$ cat config.mk
export PLATFORM = sky130hd
export DESIGN_NAME = tomasulo_reg_status_file
export DESIGN_NICKNAME = d
export VERILOG_FILES = /design/src/rtl/tomasulo_reg_status_file.sv
export SDC_FILE = /design/constraint.sdc
export NUM_CORES = 1
export LEC_CHECK = 0
export BUFFER_PORTS_ARGS = -buffer_cell sky130_fd_sc_hd__buf_2
export CORE_MARGIN = 2
export CORE_UTILIZATION = 30
export DETAILED_ROUTE_END_ITERATION = 16
export PLACE_DENSITY_LB_ADDON = 0.05
export SYNTH_ARGS = -nofsm -noshare
export SYNTH_HDL_FRONTEND = slang
export SYNTH_SLANG_ARGS = --single-unit
$ cat constraint.sdc
create_clock -name clock -period 11.9 [get_ports clock]
set_input_delay 1.785 -clock clock [delete_from_list [all_inputs] [get_ports clock]]
set_output_delay 1.785 -clock clock [all_outputs]
set_load 0.02 [all_outputs]
$ cat src/rtl/tomasulo_reg_status_file.sv
// Register file with per-register busy bit and producer tag, written by the CDB on tag match.
// Optional macro REGFILE_CDB_BYPASS_EN forwards a matching CDB broadcast to the read ports.
module tomasulo_reg_status_file #(
  parameter  int NUM_REGS = 8,
  parameter  int DATA_W   = 16,
  parameter  int TAG_W    = 3,
  localparam int IDX_W    = $clog2(NUM_REGS)
) (
  input  logic              clock,
  input  logic              reset,
  input  logic              issue_valid,
  input  logic [IDX_W-1:0]  issue_rd,
  input  logic [TAG_W-1:0]  issue_tag,
  input  logic              cdb_valid,
  input  logic [TAG_W-1:0]  cdb_tag,
  input  logic [DATA_W-1:0] cdb_data,
  input  logic [IDX_W-1:0]  rd_addr_a,
  input  logic [IDX_W-1:0]  rd_addr_b,
  output logic              rd_ready_a,
  output logic [DATA_W-1:0] rd_data_a,
  output logic [TAG_W-1:0]  rd_tag_a,
  output logic              rd_ready_b,
  output logic [DATA_W-1:0] rd_data_b,
  output logic [TAG_W-1:0]  rd_tag_b,
  output logic [IDX_W:0]    busy_count
);

  localparam int CNT_W = IDX_W + 1;

  typedef struct packed {
    logic              ready;
    logic [DATA_W-1:0] data;
    logic [TAG_W-1:0]  tag;
  } readResult_t;

  logic [NUM_REGS-1:0][DATA_W-1:0] r_val;
  logic [NUM_REGS-1:0]             r_busy;
  logic [NUM_REGS-1:0][TAG_W-1:0]  r_tag;
  logic [CNT_W-1:0]                r_busyCount;

  logic [NUM_REGS-1:0][DATA_W-1:0] w_valNext;
  logic [NUM_REGS-1:0]             w_busyNext;
  logic [NUM_REGS-1:0][TAG_W-1:0]  w_tagNext;
  logic [CNT_W-1:0]                w_countNext;
  logic                            w_issueInRange;

  assign w_issueInRange = ({1'b0, issue_rd} < CNT_W'(NUM_REGS));

  // CDB clears matching producers first; a same-cycle rename then re-marks its register busy
  always_comb begin
    w_valNext  = r_val;
    w_busyNext = r_busy;
    w_tagNext  = r_tag;
    for (int i = 0; i < NUM_REGS; i++) begin
      if (cdb_valid && r_busy[i] && (r_tag[i] == cdb_tag)) begin
        w_valNext[i]  = cdb_data;
        w_busyNext[i] = 1'b0;
      end
    end
    if (issue_valid && w_issueInRange) begin
      w_busyNext[issue_rd] = 1'b1;
      w_tagNext[issue_rd]  = issue_tag;
    end
  end

  always_comb begin
    w_countNext = '0;
    for (int i = 0; i < NUM_REGS; i++) begin
      w_countNext = w_countNext + {{IDX_W{1'b0}}, w_busyNext[i]};
    end
  end

  always_ff @(posedge clock) begin
    if (reset) begin
      r_val       <= '0;
      r_busy      <= '0;
      r_tag       <= '0;
      r_busyCount <= '0;
    end else begin
      r_val       <= w_valNext;
      r_busy      <= w_busyNext;
      r_tag       <= w_tagNext;
      r_busyCount <= w_countNext;
    end
  end

  assign busy_count = r_busyCount;

  logic [IDX_W-1:0] w_rdAddr [2];
  readResult_t      w_rdResult [2];

  assign w_rdAddr[0] = rd_addr_a;
  assign w_rdAddr[1] = rd_addr_b;

  for (genvar p = 0; p < 2; p++) begin : g_readPort
    logic w_inRange;
    assign w_inRange = ({1'b0, w_rdAddr[p]} < CNT_W'(NUM_REGS));

    always_comb begin
      w_rdResult[p] = '{ready: 1'b1, data: '0, tag: '0};
      if (w_inRange) begin
        w_rdResult[p].ready = !r_busy[w_rdAddr[p]];
        w_rdResult[p].data  = r_val[w_rdAddr[p]];
        w_rdResult[p].tag   = r_busy[w_rdAddr[p]] ? r_tag[w_rdAddr[p]] : '0;
`ifdef REGFILE_CDB_BYPASS_EN
        if (cdb_valid && r_busy[w_rdAddr[p]] && (r_tag[w_rdAddr[p]] == cdb_tag)) begin
          w_rdResult[p] = '{ready: 1'b1, data: cdb_data, tag: '0};
        end
`endif
      end
    end
  end

  assign rd_ready_a = w_rdResult[0].ready;
  assign rd_data_a  = w_rdResult[0].data;
  assign rd_tag_a   = w_rdResult[0].tag;
  assign rd_ready_b = w_rdResult[1].ready;
  assign rd_data_b  = w_rdResult[1].data;
  assign rd_tag_b   = w_rdResult[1].tag;

endmodule
# == Word level (Yosys, flattened, before mapping) ==
# Index checks and enable logic that the tools add are counted.
# classes
n_div,0
n_reduce_logical,19
shifts,0
n_eq_ne,8
n_addsub,7
mul,0
mux,28
order_cmp,4
n_bitwise,1
# ops
op,n
16-bit binary-select mux with 3-bit select,2
16-bit two-way mux,2
24-bit bitwise mux,1
3-bit equality test,8
3-bit binary-select mux with 3-bit select,2
1-bit logical AND,17
4-bit by 1-bit adder with 4-bit output,4
3-bit two-way mux,5
3-bit by 4-bit < comparator with 1-bit output (second input constant),3
1-bit two-way mux,11
3-bit demux with 3-bit select,1
8-bit two-way mux,1
8-bit OR,1
1-bit binary-select mux with 3-bit select,2
3-bit by 1-bit adder with 4-bit output,1
2-bit by 1-bit adder with 3-bit output,1
1-bit demux with 3-bit select,1
3-bit by 1-bit greater-or-equal comparator with 1-bit output (second input constant),1
1-bit by 1-bit adder with 2-bit output,1
1-bit zero test,2
# word_totals
mem_bits_rw,0
romBits,0
out_inout_bits,44
n_memories,0
latchBits,0
wordCells,85
register_bits,164

# == Logic depth before layout (Yosys ltp) ==
# logic_depth
depth_word,13
depth_mapped,14

# == Worst setup path before layout ==
# OpenSTA, ideal clock, no wires.
# synth_path
path_kind,input to register
start,input cdb_tag[2]
end,"register r_busyCount[2], in the netlist busy_count[2]"
setup_ns,0.128
path_slack_ns,6.478
path_buffers,2
t_arrival_ns,5.294
cell_stages,14
t_required_ns,11.772
path_cell_list,buf_6 -> xor2_1 -> or4_1 -> buf_6 -> a21o_1 -> fa_1 -> inv_1 -> fa_1 -> fa_1 -> inv_1 -> ha_1 -> fa_1 -> xnor2_1 -> nor2_1
# synth_between
elab_chain_len,12
elab_cells_between_ends,33
classes_between,add/sub: 7; eq/ne: 8; mux: 9; bitwise: 1; reduce/logical: 8
# synth_lines
element,line,source
"start, declared",15,"input logic [TAG_W-1:0] cdb_tag,"
3-bit equality test *,55,if (cdb_valid && r_busy[i] && (r_tag[i] == cdb_tag)) begin
1-bit logical AND *,55,
1-bit two-way mux *,55,
8-bit OR (no source line),n/a,
8-bit two-way mux *,60,if (issue_valid && w_issueInRange) begin
via w_busyNext[0],42,logic [NUM_REGS-1:0] w_busyNext;
1-bit by 1-bit adder with 2-bit output *,69,"w_countNext = w_countNext + {{IDX_W{1'b0}}, w_busyNext[i]};"
2-bit by 1-bit adder with 3-bit output *,69,
3-bit by 1-bit adder with 4-bit output *,69,
4-bit by 1-bit adder with 4-bit output * (4 in series),69,
"end signal, assigned",83,r_busyCount <= w_countNext;
"end, declared",39,logic [CNT_W-1:0] r_busyCount;
# Mark *: on every way through the listed nets, which the timed path passes. The rest lies on a longest branch.
# A chain may end at the register's enable or synchronous reset.

# == Worst setup path in the final report ==
# layout_path
start,input rd_addr_b[0]
end,output rd_tag_b[2]
# layout_between
elab_chain_len,3
elab_cells_between_ends,5
classes_between,mux: 5
# layout_lines
element,line,source
"start, declared",18,"input logic [IDX_W-1:0] rd_addr_b,"
3-bit binary-select mux with 3-bit select / 1-bit binary-select mux with 3-bit select (equally long branches),104,w_rdResult[p].tag = r_busy[w_rdAddr[p]] ? r_tag[w_rdAddr[p]] : '0;
3-bit two-way mux (implied by the code) / 1-bit two-way mux (equally long branches),104,
3-bit two-way mux *,104,
"end, declared",24,"output logic [TAG_W-1:0] rd_tag_b,"
# Every way passes the cells marked *; elsewhere a longest branch is shown, timed or not. The select of a mux whose other input is x is not followed.

==> reports/qor.txt <==
Clock sinks = 164
Endpoints failing hold = 0
Dpl cells = 1,185
Placed inst area = 9428 um^2
Num CTS Buffers = 17
Via count = 6,033
Share of layout cells above drive strength 1 = 29.87%
Mapped Cells = 777
Setup violators final = 0
CP Launch Type = primary input
Buffers on Ports = 78
Fin area = 10,010 um^2
TritonCTS clock tree = built
Arr. time, crit path = 3740 ps
DIE HEIGHT = 176.9 um
Core footprint = 29,560 um^2
Worst R2R End = busy_count[2]
Fmax = 181.0 MHz
HP Class = flip-flop to flip-flop
Min Tclk post-route = 5525 ps
Post-synthesis sequential area ratio = 36.63%
Least-Margin Pin Slew = 902.1 ps
Worst-Skew Late Latency = 430 ps
TNS Setup = 0 ps
Num rows = 63
Post-CTS sizing = 0
# nets final = 856
Vias/cell = 4.957
Synth Net Count = 819
Clock power share = 45.8%
Worst R2R Setup Slack = 7700 ps
Leakage = 4.596 nW
P per Cell Area = 121.6 nW/um^2
First-pass GRT wire length = 38.53 mm
Worst Path Max Fanout = 40
Root Buffer = clkbuf_16
Worst Setup EP = rd_tag_b[2]
Grt total ovfl = 0
Peak VDD IR = 0.09179 mV
WS Path Type = primary input to output pin
Post-Syn Area = 8964 um^2
Share of synthesized registers carrying an async set or reset = 0%
Library cells used by synthesis = 34
Hold buffers post-CTS = 0
Die area = 31,280 um^2
Placer congestion estimate = 0.7812
Max-slew headroom = 39.86%
Yosys warning total = 0
Clock skew = 16.13 ps
R2R Path Start = r_tag[2]
Commonest cells after routing, fill and taps aside = dfxtp_1 (164), mux2i_1 (160), nand2_1 (154)
Cell count of the worst reg-to-reg path = 13
Yosys top cell by area = dfxtp_1
Commonest non-fill, non-tap cell in the layout = dfxtp_1
Remaining routing DRC violations = 0
Ant diodes = 0
Most used flip-flop cell after synthesis = dfxtp_1
Initial Utilization = 30.32%
Drt pass-1 iters = 7
Worst-path clk slew = 70 ps
Sw frac = 25.78%
Synthesis-stage register bit count = 164
Top cell type's share of synthesized area = 36.63%
RSZ-0062 raised after global routing = false
Final Max Slew Viols = 0
Num ports = 79
Int Pwr = 0.9032 mW
Seq pwr share = 46.0%
Crit share post-route = 46.43%
DP HPWL = 15.61 mm
Vias in the first global route = 6,325
Area grow syn2layout = 11.67%
Iteration-0 DRC Markers = 292
Routed length per instance = 20.69 um
Final ANT Viol Nets = 0
Max-cap viol count = 0
Post-CTS setup buffer count = 0
Total Wirelength = 25.18 mm
Final Instance Count excl. Fillers = 1,217
Net Sw Power = 0.3138 mW
Die width = 176.9 um
Avg Inst Size Synth = 11.54 um^2
Largest net degree at the start of global routing = 82
Dominant cells by area after synthesis = dfxtp_1 (37%), mux4_2 (20%), mux2i_1 (18%), nand2_1 (6.4%), mux2_2 (4.0%)
Initial antenna violation count = 1
Status = complete, no violations
GRT Util Overall = 16.59%
H-tree levels = 4
Gate power share = 8.2%
Post-synth EDFFs = 0
CTS Buffer Depth = 2
Worst path required time = 10,120 ps
Worst setup path startpoint = rd_addr_b[0]
Type of destination of the critical path = output pin
-- registers in the layout, summed over array words and instances (netlist names) --
signal / cells
r_val: 128
r_tag: 24
r_busy: 8
busy_count: 4
-- Yosys cell counts, types with 2 or more instances --
master,count
dfxtp_1,164
mux2i_1,160
nand2_1,154
mux4_2,80
clkbuf_1,36
nor2_1,35
mux2_2,32
xor2_1,24
buf_2,12
buf_6,10
or4_1,8
a31o_2,7
buf_12,7
inv_1,6
buf_1,4
fa_1,4
a21boi_1,3
a21o_1,3
and2_1,3
ha_1,3
nand4b_1,3
nor4bb_1,3
a21oi_1,2
buf_4,2
nor2b_1,2
o21ai_0,2
-- how the worst min path moves through the flow --
stage                     cells past startpoint  slack [ps]    endpoint  startpoint
after CTS                                     2         470  r_val[126]  r_val[126]
after global placement                        2         450   r_val[66]   r_val[66]
after global routing                          2         490   r_val[42]   r_val[42]
after detailed placement                      2         460   r_val[42]   r_val[42]
after floorplan                               2         440   r_val[48]   r_val[48]
final                                         2         470   r_val[74]   r_val[74]
-- cell type report --
type,count,area [um^2]
Clock buffer,18,429.2
Timing Repair Buffer,91,488.0
Multi-Input combinational cell,534,5144
Clock inverter,14,152.6
Tap cell,390,488.0
Inverter,6,25.02
Sequential cell,164,3283
Fill cell,2948,19550
-- critical path, cell delays in order --
cell,delay (ps)
buf_2,80
buf_4,700
mux4_2,600
mux2i_1,300
nor2_1,90
buf_2,170
-- power groups by stage --
stage | logic (mW) | clock network (mW) | registers [mW]
2_1_floorplan | 0.0728 | 0 | 0.572
3_3_place_gp | 0.102 | 0 | 0.572
3_5_place_dp | 0.101 | 0 | 0.572
4_1_cts | 0.102 | 0.575 | 0.559
5_1_grt | 0.110 | 0.594 | 0.560
6_report | 0.100 | 0.558 | 0.559
-- through the flow --
step | setup slack, ps | utilization, % | hold WS, ps | power (mW)
finish | 6375 | 33.86 | 469.0 | 1.217
CTS | 6310 | 33.86 | 474.1 | 1.236
global placement | 6098 | 31.89 | 450.3 | 0.6732
detailed placement | 6084 | 31.89 | 463.0 | 0.6732
floorplan | 6478 | - | 441.4 | 0.6446
global route | 6160 | 33.86 | 490.7 | 1.263
-- cell families after synthesis --
| logic type | count (synthesis) | share of synthesized area (%) |
|---|---|---|
| DFF | 164 | 36.63 |
| and+or+nand+nor | 213 | 10.19 |
| adders and majority gates | 7 | 1.312 |
| muxes | 272 | 41.99 |
| AOI/OAI and AO/OA | 17 | 1.410 |
| buffers and inverters | 79 | 6.030 |
| xor gates and xnor gates | 25 | 2.443 |
-- routing by layer --
layer	up-vias	global-route usage, %	wire, um
met5	-	0	13
met4	2	3.581	198
met3	17	3.458	1006
met2	121	26.86	11820
met1	3028	22.84	12140
li1	2865	-	-
No activity file was read; power rests on OpenSTA's default activity.
